==> src/rtl/opl3_pkg.sv <==
// Shared types and default sizing for the OPL3 host interface and register file.
package opl3_pkg;

  localparam int REG_FILE_DATA_WIDTH     = 8;
  localparam int DEFAULT_HOST_FIFO_DEPTH = 8;
  localparam int DEFAULT_HOST_WR_SPACING = 4;

  typedef enum logic {
    PORT_ADDR = 1'b0,
    PORT_DATA = 1'b1
  } port_sel_e;

  typedef struct packed {
    logic                           valid;
    logic                           bank_num;
    logic [REG_FILE_DATA_WIDTH-1:0] address;
    logic [REG_FILE_DATA_WIDTH-1:0] data;
  } opl3_reg_wr_t;

  typedef struct packed {
    logic                           bank_num;
    logic [REG_FILE_DATA_WIDTH-1:0] address;
    logic [REG_FILE_DATA_WIDTH-1:0] data;
  } reg_wr_entry_t;

endpackage

==> src/rtl/reg_wr_fifo.sv <==
// Register-write queue: power-of-two ring buffer with an occupancy count.
module reg_wr_fifo
  import opl3_pkg::*;
#(
  parameter int DEPTH = DEFAULT_HOST_FIFO_DEPTH
) (
  input  logic          clk,
  input  logic          reset,
  input  logic          push_i,
  input  logic          pop_i,
  input  reg_wr_entry_t din_i,
  output reg_wr_entry_t dout_o,
  output logic          full_o,
  output logic          empty_o
);

  localparam int PW   = $clog2(DEPTH);
  localparam int CNTW = PW + 1;
  localparam logic [CNTW-1:0] DEPTH_CNT = CNTW'(DEPTH);

  reg_wr_entry_t   mem_q [DEPTH];
  logic [PW-1:0]   wr_ptr_q, wr_ptr_d;
  logic [PW-1:0]   rd_ptr_q, rd_ptr_d;
  logic [CNTW-1:0] count_q, count_d;
  logic            do_push, do_pop;

  assign full_o  = (count_q == DEPTH_CNT);
  assign empty_o = (count_q == '0);
  assign dout_o  = mem_q[rd_ptr_q];

  always_comb begin
    do_pop   = pop_i && !empty_o;
    do_push  = push_i && (!full_o || do_pop);
    wr_ptr_d = wr_ptr_q;
    rd_ptr_d = rd_ptr_q;
    count_d  = count_q;
    if (do_push) wr_ptr_d = wr_ptr_q + 1'b1;
    if (do_pop)  rd_ptr_d = rd_ptr_q + 1'b1;
    if (do_push && !do_pop) count_d = count_q + 1'b1;
    if (!do_push && do_pop) count_d = count_q - 1'b1;
  end

  always_ff @(posedge clk or posedge reset) begin
    if (reset) begin
      for (int unsigned i = 0; i < DEPTH; i++) mem_q[i] <= '0;
      wr_ptr_q <= '0;
      rd_ptr_q <= '0;
      count_q  <= '0;
    end else begin
      if (do_push) mem_q[wr_ptr_q] <= din_i;
      wr_ptr_q <= wr_ptr_d;
      rd_ptr_q <= rd_ptr_d;
      count_q  <= count_d;
    end
  end

endmodule

==> src/rtl/host_if.sv <==
// Host port decode, paced register-write issue and status read path for the OPL3 core.
module host_if
  import opl3_pkg::*;
#(
  parameter int HOST_FIFO_DEPTH = DEFAULT_HOST_FIFO_DEPTH,
  parameter int HOST_WR_SPACING = DEFAULT_HOST_WR_SPACING
) (
  input  logic                           clk,
  input  logic                           reset,
  input  logic [1:0]                     host_address,
  input  logic [REG_FILE_DATA_WIDTH-1:0] host_din,
  input  logic                           host_wr,
  input  logic                           host_rd,
  output logic [REG_FILE_DATA_WIDTH-1:0] host_dout,
  input  logic [REG_FILE_DATA_WIDTH-1:0] status,
  output opl3_reg_wr_t                   opl3_reg_wr,
  output logic                           wr_overflow
);

  localparam int CW = $clog2(HOST_WR_SPACING + 1);
  localparam logic [CW-1:0] SPACING_LOAD = CW'(HOST_WR_SPACING - 1);

  port_sel_e                      port_sel;
  logic                           bank_q, bank_d;
  logic [REG_FILE_DATA_WIDTH-1:0] addr_q, addr_d;
  logic [CW-1:0]                  space_q, space_d;
  logic                           ovf_q, ovf_d;
  logic [REG_FILE_DATA_WIDTH-1:0] dout_q, dout_d;
  opl3_reg_wr_t                   reg_wr_q, reg_wr_d;

  logic          push_req, fifo_push, fifo_pop, fifo_full, fifo_empty;
  reg_wr_entry_t fifo_din, fifo_dout;

  assign port_sel = port_sel_e'(host_address[0]);

  // Pop is decided first so a full queue can still accept a write in the same cycle.
  always_comb begin
    fifo_pop  = !fifo_empty && (space_q == '0);
    push_req  = host_wr && (port_sel == PORT_DATA);
    fifo_push = push_req && (!fifo_full || fifo_pop);
    fifo_din  = '{bank_num: bank_q, address: addr_q, data: host_din};
  end

  always_comb begin
    bank_d   = bank_q;
    addr_d   = addr_q;
    space_d  = space_q;
    ovf_d    = ovf_q | (push_req & ~fifo_push);
    dout_d   = dout_q;
    reg_wr_d = reg_wr_q;
    reg_wr_d.valid = 1'b0;

    if (host_wr && (port_sel == PORT_ADDR)) begin
      bank_d = host_address[1];
      addr_d = host_din;
    end

    if (fifo_pop) begin
      space_d  = SPACING_LOAD;
      reg_wr_d = '{valid: 1'b1, bank_num: fifo_dout.bank_num,
                   address: fifo_dout.address, data: fifo_dout.data};
    end else if (space_q != '0) begin
      space_d = space_q - 1'b1;
    end

    if (host_rd && !host_wr)
      dout_d = (port_sel == PORT_ADDR) ? status : '0;
  end

  always_ff @(posedge clk or posedge reset) begin
    if (reset) begin
      bank_q   <= 1'b0;
      addr_q   <= '0;
      space_q  <= '0;
      ovf_q    <= 1'b0;
      dout_q   <= '0;
      reg_wr_q <= '0;
    end else begin
      bank_q   <= bank_d;
      addr_q   <= addr_d;
      space_q  <= space_d;
      ovf_q    <= ovf_d;
      dout_q   <= dout_d;
      reg_wr_q <= reg_wr_d;
    end
  end

  reg_wr_fifo #(
    .DEPTH (HOST_FIFO_DEPTH)
  ) u_fifo (
    .clk     (clk),
    .reset   (reset),
    .push_i  (fifo_push),
    .pop_i   (fifo_pop),
    .din_i   (fifo_din),
    .dout_o  (fifo_dout),
    .full_o  (fifo_full),
    .empty_o (fifo_empty)
  );

  assign host_dout   = dout_q;
  assign opl3_reg_wr = reg_wr_q;
  assign wr_overflow = ovf_q;

endmodule

==> config.mk <==
export PLATFORM = sky130hd
export DESIGN_NAME = host_if
export DESIGN_NICKNAME = d
export VERILOG_FILES = /design/src/rtl/opl3_pkg.sv /design/src/rtl/reg_wr_fifo.sv /design/src/rtl/host_if.sv
export SDC_FILE = /design/constraint.sdc
export NUM_CORES = 1
export LEC_CHECK = 0
export CAP_MARGIN = 20
export CORE_ASPECT_RATIO = 2
export CORE_UTILIZATION = 52
export CTS_CLUSTER_SIZE = 20
export DETAILED_ROUTE_END_ITERATION = 6
export PLACE_DENSITY = 0.74
export SYNTH_ARGS = -nofsm -noshare
export SYNTH_HDL_FRONTEND = slang
export SYNTH_HIERARCHICAL = 1
export SYNTH_SLANG_ARGS = --single-unit
==> constraint.sdc <==
create_clock -name clk -period 5.5 [get_ports clk]
set_input_delay 1.1 -clock clk [delete_from_list [all_inputs] [get_ports clk]]
set_output_delay 1.1 -clock clk [all_outputs]
set_load 0.01 [all_outputs]
==> results of run 1 <==
==> area by class of cell <==
| cell class | count | area, µm² |
|---|---|---|
| repair buffers | 55 | 546 |
| inverters | 12 | 50.0 |
| fillers | 1179 | 6450 |
| multi-input cells | 292 | 3750 |
| well taps | 204 | 255 |
| flip-flops and latches | 185 | 4630 |
| clock buffers | 19 | 453 |
| clock inverters | 13 | 134 |
==> flip-flops by register name, indices dropped and copies added (netlist names) <==
signal	cells
u_fifo/mem_q	136
u_fifo/rd_ptr_q	3
u_fifo/wr_ptr_q	3
host_dout	8
u_fifo/count_q	4
space_q	3
wr_overflow	1
opl3_reg_wr	18
bank_q	1
addr_q	8
==> placed cells by master (no fill, tap or decap), drive strengths merged, types with 5 or more instances in the layout <==
cell / count
buf: 7
clkbuf: 19
clkdlybuf4s50: 48
dfrtp: 185
ha: 7
inv: 17
mux2: 190
mux4: 34
nand2: 7
nor2b: 12
o211ai: 5
xnor2: 5
==> worst max-delay path, delay by kind of cell, from the launching register on <==
family	cells	cell delay, ns
DFF	1	0.47
and+or+nand+nor	3	1.31
buffers and inverters	3	1.06
AOI/OAI and AO/OA	3	0.51
adders and majority gates	2	0.71
==> where the power goes <==
| part | internal (mW) | switching (mW) | total (mW) |
|---|---|---|---|
| clock network | 0.659 | 0.542 | 1.20 |
| registers | 1.95 | 0.454 | 2.41 |
| logic | 1.31 | 0.693 | 2.01 |
==> worst min path at each step <==
stage | startpoint | end | slack, ns | cells past startpoint
2_1_floorplan | space_q[2]$_DFFE_PP0P_ | space_q[2]$_DFFE_PP0P_ | 0.47 | 2
3_3_place_gp | wr_overflow$_DFF_PP0_ | wr_overflow$_DFF_PP0_ | 0.45 | 1
3_5_place_dp | wr_overflow$_DFF_PP0_ | wr_overflow$_DFF_PP0_ | 0.46 | 1
4_1_cts | wr_overflow$_DFF_PP0_ | wr_overflow$_DFF_PP0_ | 0.48 | 1
5_1_grt | u_fifo/mem_q[101]$_DFFE_PP0P_ | u_fifo/mem_q[101]$_DFFE_PP0P_ | 0.52 | 1
6_report | wr_overflow$_DFF_PP0_ | wr_overflow$_DFF_PP0_ | 0.47 | 1
==> synth_stat cells (all sizes together) <==
library cell  count  area [µm²]
a2111o            1        11.3
inv              12        45.0
nor2              1        3.75
dfrtp           185        4630
mux2i             2        20.0
o41ai             1        8.76
ha                7        87.6
nand2b            1        8.76
nand3             3        15.0
and2b             1        7.51
buf              20         206
mux4             34         766
o311ai            1        8.76
clkbuf           10        37.5
fa                1        20.0
a41o              1        10.0
xnor2             5        43.8
nor4              1        6.26
o21ai             4        31.3
nand2             7        26.3
o2111ai           4        93.8
mux2            190        2350
nor2b            12        75.1
a21oi             3        15.0
or4b              2        23.8
o211ai            5        78.8
and4              1        8.76
nor3b             3        22.5
xor2              1        8.76
==> metrics by stage <==
| stage | hold slack [ns] | utilization (%) | cells | worst slack (ns) | power (mW) |
|---|---|---|---|---|---|
| 2_1_floorplan | 0.469 | - | 519 | 0.477 | 3.91 |
| 3_3_place_gp | 0.454 | 56.6 | 747 | 1.09 | 4.32 |
| 3_5_place_dp | 0.463 | 56.6 | 747 | 0.999 | 4.46 |
| 4_1_cts | 0.478 | 60.2 | 779 | 1.26 | 5.68 |
| 5_1_grt | 0.520 | 60.4 | 780 | 1.01 | 5.93 |
| 6_report | 0.471 | 60.4 | 780 | 1.32 | 5.61 |
==> layer usage <==
layer	wire [µm]	track usage [%]	vias up
li1	-	-	2003
met1	6910	27.0	2459
met2	9690	39.9	51
met3	367	3.92	23
met4	318	7.94	0
met5	0	0	-
==> kinds of logic after synthesis <==
| family | share of synthesized area [%] |
|---|---|
| compound gates | 2.97 |
| xor+xnor | 0.606 |
| fa+ha+maj | 1.24 |
| buf+inv | 3.33 |
| flops | 53.4 |
| mux | 36.2 |
| simple gates | 2.28 |
==> flow_metrics.env, run 1 <==
export IMPL_status="finished clean"
export IMPL_ctsResizeCount=0
export IMPL_drtIter0Drc=150
export IMPL_cts_tree="built"
export IMPL_worst_ir_drop_vdd_mv=0.300
export IMPL_critPathCapture="u_fifo/count_q[3]$_DFFE_PP0P_"
export IMPL_ant_nets=0
export IMPL_crit_chain="nor4_1, nand2b_2, buf_4, inv_1, o41ai_1, inv_1, ha_1, ha_1, or4b_2, o311ai_0, o211ai_1"
export IMPL_gp_congestion=0.748
export IMPL_crit_arrival_ns=4.49
export IMPL_synth_seq_cells=185
export IMPL_max_freq_ghz=0.239
export IMPL_dieArea_um2=17200
export IMPL_hpwl_mm=10.8
export IMPL_worstPathRequired_ns=5.80
export IMPL_drive_above_1_share_pct=48.1
export IMPL_yosysWarnings=6
export IMPL_fin_nets=593
export IMPL_final_period_utilization_pct=76.0
export IMPL_syn_to_final_growth_pct=13.3
export IMPL_grt_antenna_before_repair=0
export IMPL_syn_num_nets=549
export IMPL_postCtsHoldBufs=0
export IMPL_portBuffers=48
export IMPL_grt_pass1_wl_mm=28.7
export IMPL_grt_pass1_vias=5216
export IMPL_grt_max_degree=63
export IMPL_r2r_slack_ns=1.32
export IMPL_cp_slowest_cell="or4b_2"
export IMPL_dieWidth_um=93.3
export IMPL_numCtsBuffers=17
export IMPL_critPathKind="reg -> reg"
export IMPL_initial_core_util_pct=53.3
export IMPL_cts_sinks=185
export IMPL_worst_r2r_endpoint="u_fifo/count_q[3]$_DFFE_PP0P_"
export IMPL_cp_end_kind="flip-flop"
export IMPL_num_io_pins=49
export IMPL_cpPeakStageDelay_ns=0.64
export IMPL_maxCapViolCount=0
export IMPL_syn_inst=519
export IMPL_regToRegStartpoint="u_fifo/count_q[0]$_DFFE_PP0P_"
export IMPL_grt_usage_pct=22.4
export IMPL_stdcell_area_um2=9820
export IMPL_worst_slew_pin_transition_ns=1.12
export IMPL_cp_max_fo=20
export IMPL_drv_slew=0
export IMPL_diodes=0
export IMPL_p_leak_nw=4.43
export IMPL_worst_setup_path_start_kind="flip-flop"
export IMPL_wirelength_mm=17.3
export IMPL_placed_area_um2=9210
export IMPL_drtPass1Iterations=4
export IMPL_routedWlPerCell_um=22.2
export IMPL_clock_path_buffers=2
export IMPL_vias=4536
export IMPL_routed_via_density=5.82
export IMPL_clk_pin_slew_ns=0.07
export IMPL_drcViolationCount=0
export IMPL_htree_num_levels=4
export IMPL_cts_root_buf="clkbuf_16"
export IMPL_slew_headroom_pct=25.3
export IMPL_netlist_area_um2=8670
export IMPL_rsz0062_at_grt="no"
export IMPL_yosysUniqueCellTypes=38
export IMPL_p_per_area_nw_per_um2=572
export IMPL_coreArea_um2=16300
export IMPL_rows=66
export IMPL_grt_overflow_total=0
export IMPL_hold_viol=0
export IMPL_hold_path_class="reg -> reg"
export IMPL_die_h_um=185
export IMPL_skew_ns=0.00912
export IMPL_fin_tns_setup_ns=0
export IMPL_reg2reg_depth=11
export IMPL_ys_seq_area_share_pct=53.4
export IMPL_postCtsSetupBuffers=0
export IMPL_syn_avg_cell_area_um2=16.7
export IMPL_insertion_delay_ns=0.43
export IMPL_post_route_min_period_ns=4.18
export IMPL_startpoint="u_fifo/count_q[0]$_DFFE_PP0P_"
export IMPL_finalSetupViolations=0
Power figures use the tool's default switching activity.
==> inputs of run 2 (changes only) <==
==> constraint.sdc (replaced) <==
create_clock -name clk -period 4.05 [get_ports clk]
set_input_delay 0.81 -clock clk [delete_from_list [all_inputs] [get_ports clk]]
set_output_delay 0.81 -clock clk [all_outputs]
set_load 0.01 [all_outputs]
==> run 2 against run 1 <==
  * Clock power is 41% higher
  * Sequential share of layout area shrank 0.33 points
  * Global-route usage increased by 0.45 points
  * Register-to-register slack got worse by 0.74 ns
  * Utilization up 0.42 points
  * Via count up 0.90%
  * Clock-buffer cell count decreased by 1
  * Clock skew up 0.0015 ns
  * Routed wire length grew 2.3%
==> flow_metrics.env, run 2 (same netlist as run 1, synthesis figures left out) <==
export IMPL_status="finished clean"
export IMPL_layout_common_cells="dfrtp_1 (184), mux2_2 (134), mux2_4 (56)"
export IMPL_hold_path_class="reg -> reg"
export IMPL_stdcell_area_um2=9890
export IMPL_dp_cells=752
export IMPL_fillCellCount=1156
export IMPL_crit_chain="nor4_1, nand2b_2, inv_1, o41ai_1, inv_1, ha_1, ha_1, or4b_2, o311ai_0, o211ai_1"
export IMPL_slew_headroom_pct=23.2
export IMPL_numCtsBuffers=17
export IMPL_skew_ns=0.0106
export IMPL_max_freq_ghz=0.288
export IMPL_final_cells=784
export IMPL_dieArea_um2=17200
export IMPL_worst_r2r_endpoint="u_fifo/count_q[3]$_DFFE_PP0P_"
export IMPL_grt_pass1_wl_mm=28.9
export IMPL_drtIter0Drc=260
export IMPL_worstPathRequired_ns=4.35
export IMPL_hpwl_mm=10.8
export IMPL_portBuffers=48
export IMPL_r2r_slack_ns=0.58
export IMPL_cp_max_fo=9
export IMPL_htree_num_levels=4
export IMPL_grt_overflow_total=0
export IMPL_hold_viol=0
export IMPL_rsz0062_at_grt="no"
export IMPL_maxCapViolCount=0
export IMPL_clkPwrFrac_pct=21.8
export IMPL_placed_area_um2=9290
export IMPL_p_sw_mw=2.33
export IMPL_reg2reg_depth=10
export IMPL_finalSetupViolations=0
export IMPL_critPathKind="reg -> reg"
export IMPL_num_io_pins=49
export IMPL_regToRegStartpoint="u_fifo/count_q[0]$_DFFE_PP0P_"
export IMPL_diodes=0
export IMPL_postLayoutCoreUtil_pct=60.8
export IMPL_grt_usage_pct=22.9
export IMPL_whs_endpoint="wr_overflow$_DFF_PP0_"
export IMPL_cp_end_kind="flip-flop"
export IMPL_largest_register="u_fifo/mem_q"
export IMPL_syn_to_final_growth_pct=14.1
export IMPL_worst_ir_drop_vdd_mv=0.333
export IMPL_drtPass1Iterations=4
export IMPL_cpPeakStageDelay_ns=0.66
export IMPL_final_period_utilization_pct=85.7
export IMPL_vias=4577
export IMPL_routed_via_density=5.84
export IMPL_rows=66
export IMPL_regArea_um2=4630
export IMPL_grt_antenna_before_repair=0
export IMPL_initial_core_util_pct=53.3
export IMPL_switching_share_pct=30.1
export IMPL_largest_reg_flops=136
export IMPL_die_h_um=185
export IMPL_drive_above_1_share_pct=48.4
export IMPL_grt_max_degree=147
export IMPL_drv_slew=0
export IMPL_combinationalPowerShare_pct=36.0
export IMPL_ctsResizeCount=0
export IMPL_worst_slew_pin_transition_ns=1.15
export IMPL_path_delay_family="simple AND/OR/NAND/NOR gates"
export IMPL_fin_nets=597
export IMPL_crit_arrival_ns=3.78
export IMPL_clk_pin_slew_ns=0.07
export IMPL_cts_sinks=185
export IMPL_postCtsSetupBuffers=0
export IMPL_wirelength_mm=17.7
export IMPL_insertion_delay_ns=0.43
export IMPL_cts_root_buf="clkbuf_16"
export IMPL_cp_slowest_cell="or4b_2"
export IMPL_cts_tree="built"
export IMPL_post_route_min_period_ns=3.47
export IMPL_routedWlPerCell_um=22.6
export IMPL_gp_congestion=0.772
export IMPL_p_int_mw=5.41
export IMPL_min_from="wr_overflow$_DFF_PP0_"
export IMPL_postCtsHoldBufs=0
export IMPL_p_leak_nw=4.46
export IMPL_grt_pass1_vias=5125
export IMPL_worst_path_buf_inv=2
export IMPL_clock_path_buffers=2
export IMPL_hold_path_cell_count=1
export IMPL_multi_input_area_um2=3750
export IMPL_worst_setup_path_start_kind="flip-flop"
export IMPL_ant_nets=0
export IMPL_drcViolationCount=0
export IMPL_coreArea_um2=16300
export IMPL_dieWidth_um=93.3
export IMPL_p_per_area_nw_per_um2=783
export IMPL_fin_tns_setup_ns=0
export IMPL_final_common_cell="dfrtp_1"
export IMPL_power_mw=7.74
export IMPL_seq_power_share_pct=42.2
## run 2: per-layer routing
metal	up-vias	GRT usage (%)	wire, µm
li1	2005	-	-
met1	2505	28.4	7300
met2	49	40.2	9820
met3	18	3.34	296
met4	0	8.25	272
met5	-	0	0
## run 2: power groups by stage
stage	Clock, mW	Sequential [mW]	Combinational, mW
floorplan	0	3.03	2.28
global placement	0	3.22	2.72
detailed placement	0	3.29	2.81
CTS	1.73	3.27	2.82
global route	1.80	3.38	2.99
finish	1.69	3.26	2.79
## run 2: cell type report
| cell class | instances | share of cell area, % |
|---|---|---|
| flip-flops and latches | 185 | 46.8 |
| multi-input cells | 292 | 37.9 |
| repair buffers | 59 | 6.07 |
| clock buffers | 18 | 4.44 |
| well taps | 204 | 2.58 |
| clock inverters | 14 | 1.64 |
| inverters | 12 | 0.493 |
## run 2: per-stage QoR
stage               setup slack, ns  hold slack (ns)
floorplan                     0.680            0.469
global placement              0.614            0.457
detailed placement            0.509            0.467
CTS                           0.598            0.484
global route                  0.269            0.502
finish                        0.578            0.477
## run 2: worst max path at each step
stage	start	end	slack [ns]	depth (start not counted)
after global placement	host_wr	u_fifo/count_q[3]$_DFFE_PP0P_	0.61	9
after detailed placement	host_wr	u_fifo/count_q[3]$_DFFE_PP0P_	0.51	9
final	u_fifo/count_q[0]$_DFFE_PP0P_	u_fifo/count_q[3]$_DFFE_PP0P_	0.58	10
after CTS	u_fifo/count_q[0]$_DFFE_PP0P_	u_fifo/count_q[3]$_DFFE_PP0P_	0.60	10
after global routing	u_fifo/count_q[0]$_DFFE_PP0P_	u_fifo/count_q[3]$_DFFE_PP0P_	0.27	10
after floorplan	u_fifo/count_q[0]$_DFFE_PP0P_	u_fifo/count_q[3]$_DFFE_PP0P_	0.68	13
